==> src/rtl/uart_pkg.sv <==
// uart_pkg: definitions shared by the UART transmit and receive paths.
//   tx_state_e    - transmitter FSM states
//   clks_per_bit  - sys_clk cycles per serial bit (integer truncation)
//   START_BIT / STOP_BIT / DATA_BITS - 8N1 frame constants
package uart_pkg;

  typedef enum logic [1:0] {
    IDLE  = 2'd0,
    START = 2'd1,
    DATA  = 2'd2,
    STOP  = 2'd3
  } tx_state_e;

  localparam logic START_BIT = 1'b0;
  localparam logic STOP_BIT  = 1'b1;
  localparam int   DATA_BITS = 8;

  function automatic int clks_per_bit(input int clk_freq, input int baud);
    return clk_freq / baud;
  endfunction

endpackage

==> src/rtl/uart_sender_if.sv <==
// uart_sender_if: valid/ready byte handshake from the CPU peripheral bus.
//   tx_data  - byte to send, sampled when tx_valid && tx_ready
//   tx_valid - producer has a byte on tx_data
//   tx_ready - transmitter can accept a byte this cycle
// master = producer (CPU side), slave = uart_sender.
interface uart_sender_if;
  logic [7:0] tx_data;
  logic       tx_valid;
  logic       tx_ready;

  modport master (output tx_data, output tx_valid, input tx_ready);
  modport slave  (input tx_data, input tx_valid, output tx_ready);
endinterface

==> src/rtl/uart_tx_fifo.sv <==
// uart_tx_fifo: synchronous FIFO buffering bytes ahead of the serializer.
//   i_clk, i_reset - clock and synchronous active-high reset
//   i_push, i_data - write request and word; ignored while full
//   i_pop          - read request; ignored while empty
//   o_full, o_empty, o_head - status flags and the word at the head
// DEPTH must be a power of two so the pointers wrap naturally.
module uart_tx_fifo #(
  parameter int WIDTH = 8,
  parameter int DEPTH = 4
) (
  input  logic             i_clk,
  input  logic             i_reset,
  input  logic             i_push,
  input  logic [WIDTH-1:0] i_data,
  input  logic             i_pop,
  output logic             o_full,
  output logic             o_empty,
  output logic [WIDTH-1:0] o_head
);

  localparam int AW = $clog2(DEPTH);

  logic [WIDTH-1:0] r_mem [DEPTH];
  logic [AW-1:0]    r_wr_ptr;
  logic [AW-1:0]    r_rd_ptr;
  logic [AW:0]      r_count;
  logic             w_push_ok;
  logic             w_pop_ok;

  assign o_full    = (r_count == (AW+1)'(DEPTH));
  assign o_empty   = (r_count == (AW+1)'(0));
  assign o_head    = r_mem[r_rd_ptr];
  assign w_push_ok = i_push && !o_full;
  assign w_pop_ok  = i_pop && !o_empty;

  // Storage write; data words need no reset since occupancy gates visibility
  always_ff @(posedge i_clk) begin
    if (w_push_ok) begin
      r_mem[r_wr_ptr] <= i_data;
    end
  end

  // Pointer and occupancy update; simultaneous push and pop keeps occupancy
  always_ff @(posedge i_clk) begin
    if (i_reset) begin
      r_wr_ptr <= AW'(0);
      r_rd_ptr <= AW'(0);
      r_count  <= (AW+1)'(0);
    end else begin
      if (w_push_ok) begin
        r_wr_ptr <= r_wr_ptr + AW'(1);
      end
      if (w_pop_ok) begin
        r_rd_ptr <= r_rd_ptr + AW'(1);
      end
      if (w_push_ok && !w_pop_ok) begin
        r_count <= r_count + (AW+1)'(1);
      end else if (!w_push_ok && w_pop_ok) begin
        r_count <= r_count - (AW+1)'(1);
      end else begin
        r_count <= r_count;
      end
    end
  end

endmodule

==> src/rtl/uart_sender.sv <==
// uart_sender: 8N1 UART transmitter driving the UART_TX pin.
//   i_sys_clk - system clock, all logic on the rising edge
//   i_reset   - synchronous active-high reset; aborts any frame, drops buffered bytes
//   s_tx      - valid/ready byte input (tx_data, tx_valid, tx_ready = FIFO not full)
//   o_uart_tx - serial line, idles high, driven from a register
//   o_tx_busy - high while a frame is on the line or bytes are buffered
// Frame: start bit 0, data LSB first, stop bit 1; each bit CLKS_PER_BIT cycles.
module uart_sender
  import uart_pkg::*;
#(
  parameter int CLK_FREQ   = 100_000_000,
  parameter int BAUD       = 9600,
  parameter int FIFO_DEPTH = 4
) (
  input  logic          i_sys_clk,
  input  logic          i_reset,
  uart_sender_if.slave  s_tx,
  output logic          o_uart_tx,
  output logic          o_tx_busy
);

  localparam int             CLKS_PER_BIT = clks_per_bit(CLK_FREQ, BAUD);
  localparam int             BCW          = $clog2(CLKS_PER_BIT);
  localparam logic [BCW-1:0] BAUD_LAST    = BCW'(CLKS_PER_BIT - 1);
  localparam logic [2:0]     BIT_LAST     = 3'(DATA_BITS - 1);

  localparam logic [1:0] ST_IDLE  = IDLE;
  localparam logic [1:0] ST_START = START;
  localparam logic [1:0] ST_DATA  = DATA;
  localparam logic [1:0] ST_STOP  = STOP;

  logic [1:0]     r_state;
  logic [BCW-1:0] r_baud;
  logic [2:0]     r_bit_idx;
  logic [7:0]     r_shift;
  logic           r_tx;

  logic [1:0]     w_state_nxt;
  logic [BCW-1:0] w_baud_nxt;
  logic [2:0]     w_bit_idx_nxt;
  logic [7:0]     w_shift_nxt;
  logic           w_tx_nxt;
  logic           w_pop;
  logic           w_full;
  logic           w_empty;
  logic [7:0]     w_head;
  logic           w_baud_done;

  uart_tx_fifo #(
    .WIDTH (8),
    .DEPTH (FIFO_DEPTH)
  ) u_fifo (
    .i_clk   (i_sys_clk),
    .i_reset (i_reset),
    .i_push  (s_tx.tx_valid),
    .i_data  (s_tx.tx_data),
    .i_pop   (w_pop),
    .o_full  (w_full),
    .o_empty (w_empty),
    .o_head  (w_head)
  );

  assign s_tx.tx_ready = !w_full;
  assign o_uart_tx     = r_tx;
  assign o_tx_busy     = (r_state != ST_IDLE) || !w_empty;
  assign w_baud_done   = (r_baud == BAUD_LAST);

  // Next-state logic for the FSM, baud counter, bit index and shift register
  always_comb begin
    w_state_nxt   = r_state;
    w_baud_nxt    = r_baud + BCW'(1);
    w_bit_idx_nxt = r_bit_idx;
    w_shift_nxt   = r_shift;
    w_pop         = 1'b0;
    case (r_state)
      ST_IDLE: begin
        w_baud_nxt = BCW'(0);
        if (!w_empty) begin
          w_pop         = 1'b1;
          w_shift_nxt   = w_head;
          w_bit_idx_nxt = 3'd0;
          w_state_nxt   = ST_START;
        end else begin
          w_state_nxt   = ST_IDLE;
        end
      end
      ST_START: begin
        if (w_baud_done) begin
          w_baud_nxt  = BCW'(0);
          w_state_nxt = ST_DATA;
        end else begin
          w_state_nxt = ST_START;
        end
      end
      ST_DATA: begin
        if (w_baud_done) begin
          w_baud_nxt = BCW'(0);
          if (r_bit_idx == BIT_LAST) begin
            w_state_nxt = ST_STOP;
          end else begin
            w_shift_nxt   = {1'b0, r_shift[7:1]};
            w_bit_idx_nxt = r_bit_idx + 3'd1;
          end
        end else begin
          w_state_nxt = ST_DATA;
        end
      end
      ST_STOP: begin
        if (w_baud_done) begin
          w_baud_nxt = BCW'(0);
          // A queued byte starts immediately so back-to-back frames have no gap
          if (!w_empty) begin
            w_pop         = 1'b1;
            w_shift_nxt   = w_head;
            w_bit_idx_nxt = 3'd0;
            w_state_nxt   = ST_START;
          end else begin
            w_state_nxt   = ST_IDLE;
          end
        end else begin
          w_state_nxt = ST_STOP;
        end
      end
      default: begin
        w_state_nxt = ST_IDLE;
        w_baud_nxt  = BCW'(0);
      end
    endcase
  end

  // Line level for the upcoming cycle, so UART_TX comes straight from a flop
  always_comb begin
    w_tx_nxt = STOP_BIT;
    case (w_state_nxt)
      ST_IDLE:  w_tx_nxt = STOP_BIT;
      ST_START: w_tx_nxt = START_BIT;
      ST_DATA:  w_tx_nxt = w_shift_nxt[0];
      ST_STOP:  w_tx_nxt = STOP_BIT;
      default:  w_tx_nxt = STOP_BIT;
    endcase
  end

  // Transmitter state registers
  always_ff @(posedge i_sys_clk) begin
    if (i_reset) begin
      r_state   <= ST_IDLE;
      r_baud    <= BCW'(0);
      r_bit_idx <= 3'd0;
      r_shift   <= 8'd0;
      r_tx      <= STOP_BIT;
    end else begin
      r_state   <= w_state_nxt;
      r_baud    <= w_baud_nxt;
      r_bit_idx <= w_bit_idx_nxt;
      r_shift   <= w_shift_nxt;
      r_tx      <= w_tx_nxt;
    end
  end

endmodule

==> src/flat_wrapper.sv <==
// flat-port wrapper written by rule: the top's interface ports become plain ports
module uart_sender_flat import uart_pkg::*;
#(
  parameter int CLK_FREQ   = 100_000_000,
  parameter int BAUD       = 9600,
  parameter int FIFO_DEPTH = 4
)
  (i_sys_clk, i_reset, o_uart_tx, o_tx_busy, s_tx_tx_data, s_tx_tx_valid, s_tx_tx_ready);
  uart_sender_if s_tx_i ();
  input  logic i_sys_clk;
  input  logic i_reset;
  output logic o_uart_tx;
  output logic o_tx_busy;
  input wire logic [$bits(s_tx_i.tx_data)-1:0] s_tx_tx_data;
  input wire logic [$bits(s_tx_i.tx_valid)-1:0] s_tx_tx_valid;
  output wire logic [$bits(s_tx_i.tx_ready)-1:0] s_tx_tx_ready;
  assign s_tx_i.tx_data = s_tx_tx_data;
  assign s_tx_i.tx_valid = s_tx_tx_valid;
  assign s_tx_tx_ready = s_tx_i.tx_ready;
  uart_sender #(.CLK_FREQ(CLK_FREQ), .BAUD(BAUD), .FIFO_DEPTH(FIFO_DEPTH)) u_core (.i_sys_clk(i_sys_clk), .i_reset(i_reset), .s_tx(s_tx_i), .o_uart_tx(o_uart_tx), .o_tx_busy(o_tx_busy));
endmodule
==> config.mk <==
export PLATFORM = sky130hd
export DESIGN_NAME = uart_sender_flat
export DESIGN_NICKNAME = d
export VERILOG_FILES = /design/src/rtl/uart_pkg.sv /design/src/rtl/uart_sender_if.sv /design/src/rtl/uart_tx_fifo.sv /design/src/rtl/uart_sender.sv /design/src/flat_wrapper.sv
export SDC_FILE = /design/constraint.sdc
export NUM_CORES = 1
export LEC_CHECK = 0
export CAP_MARGIN = 20
export CORE_ASPECT_RATIO = 1.5
export CORE_MARGIN = 4
export CORE_UTILIZATION = 45
export CTS_BUF_LIST = sky130_fd_sc_hd__clkbuf_8
export DETAILED_ROUTE_END_ITERATION = 6
export HOLD_SLACK_MARGIN = 0.05
export PLACE_DENSITY = 0.58
export SYNTH_ARGS = -nofsm -noshare
export SYNTH_HDL_FRONTEND = slang
export SYNTH_SLANG_ARGS = --single-unit
==> constraint.sdc <==
create_clock -name i_sys_clk -period 7 [get_ports i_sys_clk]
set_input_delay 1.05 -clock i_sys_clk [delete_from_list [all_inputs] [get_ports i_sys_clk]]
set_output_delay 1.05 -clock i_sys_clk [all_outputs]
set_load 0.005 [all_outputs]
---- After elaboration in Yosys (flattened, before gate mapping) ----
Memory sizes are Yosys's and may differ from the RTL's. A register that Yosys moved wholly into a read port is not among the register bits.
Index checks and enable logic that the tools add are counted.
cells by class
  add/subtract/negate cells ............... 6
  equal/unequal tests ..................... 12
  muxes and demuxes ....................... 28
  reductions and logical operators ........ 18
operators with widths
  operator                                                          count
  8-bit 2-to-1 mux                                                  4
  14-bit one-hot mux with 2 select lines                            1
  8-bit one-hot mux with 3 select lines                             1
  3-bit 2-to-1 mux                                                  6
  14-bit by 1-bit adder with 14-bit output (second input constant)  1
  14-bit == test (second input constant)                            1
  14-bit 2-to-1 mux                                                 1
  2-bit 2-to-1 mux                                                  6
  3-bit one-hot mux with 3 select lines                             1
  2-bit == test (second input constant)                             4
  2-bit one-hot mux with 4 select lines                             1
  3-bit by 1-bit adder with 3-bit output (second input constant)    2
  3-bit == test (second input constant)                             2
  1-bit 2-to-1 mux                                                  5
  2-bit by 1-bit adder with 2-bit output (second input constant)    2
  2-bit by 1-bit == test with 1-bit output (second input constant)  2
  1-bit logical AND                                                 4
  1-bit zero test                                                   4
  2-bit zero test                                                   2
  2-bit by 1-bit != test with 1-bit output (second input constant)  2
  4-bit AND reduction                                               1
  2-bit nonzero test                                                2
  3-bit zero test                                                   1
  1-bit one-hot mux with 3 select lines                             1
  7 further kinds                                                   7
storage, ports and cells
  bits in registers ....................... 35
  memory bits (writable) .................. 32
  input port bits ......................... 11
  output and inout bits ................... 3
  logic and storage cells ................. 74
  memories kept ........................... 1
memory list
  name                 words  width  read ports  clocked after Yosys merged registers in  write ports  RTL line            source
  u_core.u_fifo.r_mem  4      8      1           1                                        1            uart_tx_fifo.sv:23  logic [WIDTH-1:0] r_mem [DEPTH];

---- Depth between registers and ports, before layout ----
  depth in word-level cells ............... 8
  mapped depth ............................ 12
  gate-level depth less buffers ........... 11

---- Hierarchy ----
Synthesis repeated with hierarchy kept, for this count alone.
second synthesis, totals
  cell total of the unflattened synthesis .. 260
  area, all modules ....................... 3,193.1 sq um
modules (own cells, without submodules)
  module        instances  cells each  area an instance (sq um)  seq. area each (sq um)
  uart_tx_fifo  1          90          1,620.3                   1,141.1
  uart_sender   1          170         1,572.8                   560.5

---- Worst setup path before layout ----
Ideal clock, no wire load.
  path type ............................... input port to flip-flop
  start point ............................. input s_tx_tx_valid
  end point ............................... register u_core.u_fifo.r_count[2]
  library setup time ...................... 71 ps
  arrival ................................. 2,497 ps
  required time ........................... 6,929 ps
  setup slack ............................. 4,432 ps
  cell stages on the path ................. 8
  path buffers ............................ 1
  cell sequence ........................... and2_1 -> clkbuf_1 -> ha_1 -> inv_1 -> fa_1 -> xor2_1 -> or3_1 -> a21oi_1
on the way
  cells in the longest elaborated chain, start to end .. 4
  elaborated cells on any way between the ends .. 6
  those cells by class .................... 1 x mux; 5 x reduce/logical
ends and longest elaborated chain
  item                          RTL line            source
  start, declared               flat_wrapper.sv:15  input wire logic [$bits(s_tx_i.tx_valid)-1:0] s_tx_tx_valid;
  1-bit logical AND *           uart_tx_fifo.sv:33  assign w_push_ok = i_push && !o_full;
  net u_core.u_fifo.w_push_ok   uart_tx_fifo.sv:27  logic w_push_ok;
  1-bit zero test               uart_tx_fifo.sv:58  end else if (!w_push_ok && w_pop_ok) begin
  1-bit logical AND             uart_tx_fifo.sv:58
  2-bit nonzero test (no line)  --
  end signal, assigned          uart_tx_fifo.sv:57  r_count <= r_count + (AW+1)'(1);
  end signal, assigned          uart_tx_fifo.sv:59  r_count <= r_count - (AW+1)'(1);
  end signal, assigned          uart_tx_fifo.sv:61  r_count <= r_count;
  end, declared                 uart_tx_fifo.sv:26  logic [AW:0] r_count;
Mark *: on every way through the listed nets, which the timed path passes. The rest lies on a longest branch.
A chain may end at the register's enable or synchronous reset.

---- Worst setup path after layout ----
  start point ............................. register u_core.r_baud[0]
  end point ............................... register u_core.u_fifo.r_count[2]
on the way
  cells in the longest elaborated chain, start to end .. 7
  elaborated cells on any way between the ends .. 9
  those cells by class .................... 1 x eq/ne; 3 x mux; 5 x reduce/logical
ends and longest elaborated chain
  item                                                    RTL line            source
  start, declared                                         uart_sender.sv:33   logic [BCW-1:0] r_baud;
  start signal, assigned                                  uart_sender.sv:153  r_baud <= w_baud_nxt;
  14-bit == test *                                        uart_sender.sv:66   assign w_baud_done = (r_baud == BAUD_LAST);
  1-bit 2-to-1 mux *                                      uart_sender.sv:109  if (w_baud_done) begin
  1-bit one-hot mux with 2 select lines *                 uart_sender.sv:75   case (r_state)
  1-bit logical AND *                                     uart_tx_fifo.sv:34  assign w_pop_ok = i_pop && !o_empty;
  1-bit zero test                                         uart_tx_fifo.sv:56  if (w_push_ok && !w_pop_ok) begin
  1-bit logical AND                                       uart_tx_fifo.sv:56
  3-bit 2-to-1 mux or 2-bit nonzero test (tied branches)  --
Mark *: on every way between the ends. The rest lies on a longest branch, timed or not.

==> out/qor.csv <==
stage;metric;value;unit
status;status;complete, no violations;
floorplanning;Die X;77.0;um
timing;fmax;0.357;GHz
floorplanning;core footprint;6900;um^2
timing;Setup Skew;0.0126;ns
flow_run;max_cap viols;0;
detailed_routing;post-DR vias/cell;5.44;
layout;Fillers;620;
global_routing;first-pass GRT wire length;9.98;mm
timing;crit path time final;2.80;ns
timing;Finish-stage setup viols;0;
detailed_routing;via count;2003;
global_routing;GRT Overall Usage;14.9;%
worst_setup_path;Buf/Inv on CP;2;
clocking;H-Tree Depth;3;
worst_setup_path;cell family with most CP delay;simple AND/OR/NAND/NOR gates;
clocking;cts hold-fix bufs;0;
synthesis;Post-synth EDFFs;32;
worst_setup_path;crit path launch type;flip-flop;
detailed_routing;Total Wirelength;5.81;mm
worst_hold_path;Hold Crit Endpoint;u_core.r_baud[0];
worst_setup_path;Worst Reg-to-Reg Cells;11;
power_and_ir_drop;clock network power share;27.8;%
power_and_ir_drop;worst-case vdd ir drop;253;uV
timing;period utilisation layout;40.0;%
synthesis;Ys Warns;0;
detailed_routing;Routed Antenna Nets;0;
place;IO Port Bufs;13;
worst_setup_path;Slowest cell on crit path;a211oi_1;
clocking;post-CTS setup buffers;0;
floorplanning;row cnt;37;
synthesis;Synth top cells by count;37 x dfxtp_1, 32 x edfxtp_1, 29 x nor2_1;
layout;Final Core Density;52.6;%
global_routing;largest net degree at the start of global routing;23;
detailed_routing;DRC;0;
clocking;CTS Buf Count;9;
timing;final hold viol count;0;
power_and_ir_drop;power consumption;1.22;mW
clocking;clk root buf;clkbuf_8;
detailed_routing;Pre-antenna DRT Iters;4;
power_and_ir_drop;Pint;824;uW
synthesis;register area share after synthesis;52.9;%
global_routing;vias in the first global route;2090;
worst_setup_path;worst endpoint required time;7.26;ns
worst_setup_path;CP Capture Type;flip-flop;
synthesis;cells after synthesis;268;
worst_setup_path;CP max stage delay;0.41;ns
worst_hold_path;WHS Path Cells;1;
layout;fraction of layout cells with a size suffix above 1;12.8;%
worst_setup_path;crit path cell chain;ha_1 > and4_1 > nand4_4 > a211oi_1 > inv_1 > ha_1 > inv_1 > fa_1 > xor2_1 > or3_1 > a21oi_1;
synthesis;Seq cells post-synth;69;
place;hpwl dp;4.12;mm
floorplanning;Starting Density;46.6;%
clocking;clk_lat worst skew;0.35;ns
layout;flip-flop and latch area;1700;um^2
clocking;post_cts resized;0;
floorplanning;die area;8590;um^2
clocking;clock sink count;69;
detailed_routing;Wirelength per Cell;15.8;um
worst_setup_path;Crit. path cell count;11;
layout;non-filler cells, final;368;
timing;Max-slew headroom;45.2;%
layout;multi-input logic area;1430;um^2
worst_setup_path;Worst Path Arrival;3.06;ns
clocking;clock-pin slew on the worst setup and hold paths;0.08;ns
synthesis;synth top area cells;edfxtp_1 30%, dfxtp_1 23%, ha_1 6.2%;
floorplanning;die height;112;um
synthesis;most common cell in the netlist;dfxtp_1;
clocking;Clock Tree Buf Depth;2;
power_and_ir_drop;Reg power frac;43.4;%
timing;worst slew pin tran;0.820;ns
timing;RSZ-0062 raised after global routing;false;
timing;setup_tns;0;ns
synthesis;synthesized cell area;3220;um^2
worst_setup_path;reg2reg setup slack;4.20;ns
worst_setup_path;largest fanout on the critical path;10;
global_routing;GR Overflow Total;0;
layout;nets;313;
worst_setup_path;Worst R2R Start;u_core.r_baud[0];
global_routing;initial antenna violation count;0;
worst_hold_path;hold wc startpoint;u_core.r_baud[0];
synthesis;Synth top area share;29.9;%
clocking;CTS tree;yes;
place;Inst Count DP;352;
floorplanning;IO Pins;14;
power_and_ir_drop;Leakage;1.36;nW
synthesis;Main synth FF type;dfxtp_1;
power_and_ir_drop;Combinational Power Share;28.8;%
synthesis;Distinct cells, synth;46;
layout;antenna cell count;0;
synthesis;Avg Cell Area, Syn;12.0;um^2
synthesis;async set-reset flop share out of synthesis;0;%
power_and_ir_drop;Switching Share;32.2;%
synthesis;net count after synthesis;296;
power_and_ir_drop;Cell Pwr Density;335;nW/um^2
power_and_ir_drop;Switch Pwr;391;uW
layout;Layout Area Growth over Synthesis;12.8;%
synthesis;dominant cell type by area after synthesis;edfxtp_1;
timing;final slew viol count;0;
place;Final GP Congestion;0.763;
detailed_routing;DR iter-0 viols;94;
worst_setup_path;Critical R2R Capture;u_core.u_fifo.r_count[2];
worst_hold_path;Hold Crit Class;flip-flop to flip-flop;
worst_setup_path;CP Class;flip-flop to flip-flop;
==> flip-flops by register name (all words and copies together) (netlist names), named ones only <==
name / cells
u_core.r_baud: 14
u_core.u_fifo.r_count: 3
u_core.r_state: 2
u_core.r_shift: 8
u_core.u_fifo.r_wr_ptr: 2
u_core.o_uart_tx: 1
u_core.u_fifo.r_rd_ptr: 2
u_core.r_bit_idx: 3
u_core.u_fifo.r_mem: 32
==> layout by cell type (no fill, tap or decap), types with 2 or more instances in the layout <==
master / Yosys / layout
a22o_1: 6 / 6
ha_1: 16 / 16
nand2b_1: 5 / 5
clkinv_4: 0 / 2
nand2_1: 15 / 15
and4_1: 2 / 2
clkbuf_8: 0 / 9
o21ai_0: 6 / 6
mux4_2: 8 / 8
xor2_1: 9 / 9
edfxtp_1: 32 / 32
a211oi_1: 2 / 2
xnor2_1: 8 / 8
dfxtp_1: 37 / 37
inv_1: 14 / 14
nand4_1: 2 / 2
nor2_1: 29 / 29
mux2i_1: 9 / 9
a31oi_1: 2 / 2
inv_6: 0 / 3
nor4_1: 2 / 2
nand3_1: 5 / 5
clkdlybuf4s50_1: 0 / 13
a21o_1: 7 / 7
nand4_4: 2 / 2
and3_1: 6 / 6
o21ba_2: 2 / 2
a21oi_1: 13 / 13
==> worst reg2reg max path, cell delays in order (launching register included) <==
cell	delay [ns]
dfxtp_1	0.37
ha_1	0.22
and4_1	0.40
nand4_4	0.25
a211oi_1	0.41
inv_1	0.10
ha_1	0.21
inv_1	0.07
fa_1	0.17
xor2_1	0.07
or3_1	0.30
a21oi_1	0.13
==> area by class of cell <==
class | instances | area share, %
Inverter | 15 | 1.55
Clock buffer | 9 | 3.41
Clock inverter | 7 | 2.24
Tap cell | 78 | 2.69
Multi-Input combinational cell | 176 | 39.4
Timing Repair Buffer | 14 | 3.79
Sequential cell | 69 | 46.9
==> power by group through the flow <==
stage	logic, mW	clock network (mW)	registers [mW]
finish	0.350	0.338	0.527
global route	0.397	0.363	0.537
CTS	0.357	0.346	0.529
detailed placement	0.355	0	0.537
global placement	0.354	0	0.538
floorplan	0.282	0	0.513
==> kinds of logic (layout without fill, tap and decap cells) <==
| group | after synthesis | after routing | synth area share [%] |
|---|---|---|---|
| compound gates | 44 | 44 | 9.72 |
| xor+xnor | 17 | 17 | 4.63 |
| fa+ha+maj | 17 | 17 | 6.85 |
| buf+inv | 23 | 45 | 2.80 |
| flops | 69 | 69 | 52.9 |
| mux | 18 | 18 | 8.75 |
| simple gates | 80 | 80 | 14.4 |
==> routing by layer <==
layer	up-vias	GRT usage, %	part of all wire [%]	wire length, um
met3	7	3.07	2.7	155
met1	961	15.4	41	2390
met4	0	7.84	1.8	106
met5	-	0	0	0
met2	33	27.7	54	3160
li1	1002	-	-	-
==> worst max-delay path by stage <==
stage / start / to / slack, ns
finish: u_core.r_baud[0] / u_core.u_fifo.r_count[2] / 4.20
global route: u_core.r_baud[0] / u_core.u_fifo.r_count[2] / 3.97
CTS: u_core.r_baud[0] / u_core.u_fifo.r_count[2] / 4.17
detailed placement: s_tx_tx_valid / u_core.u_fifo.r_count[2] / 3.90
global placement: s_tx_tx_valid / u_core.u_fifo.r_count[2] / 3.94
floorplan: s_tx_tx_valid / u_core.u_fifo.r_count[2] / 4.43
==> through the flow <==
step,hold slack [ns],setup WS (ns),cell area (um^2)
after floorplan,0.430,4.43,3220
after global placement,0.451,3.94,3420
after detailed placement,0.458,3.90,3420
after CTS,0.475,4.17,3630
after global routing,0.493,3.97,3630
final,0.464,4.20,3630
No activity file was read; power rests on OpenSTA's default activity.
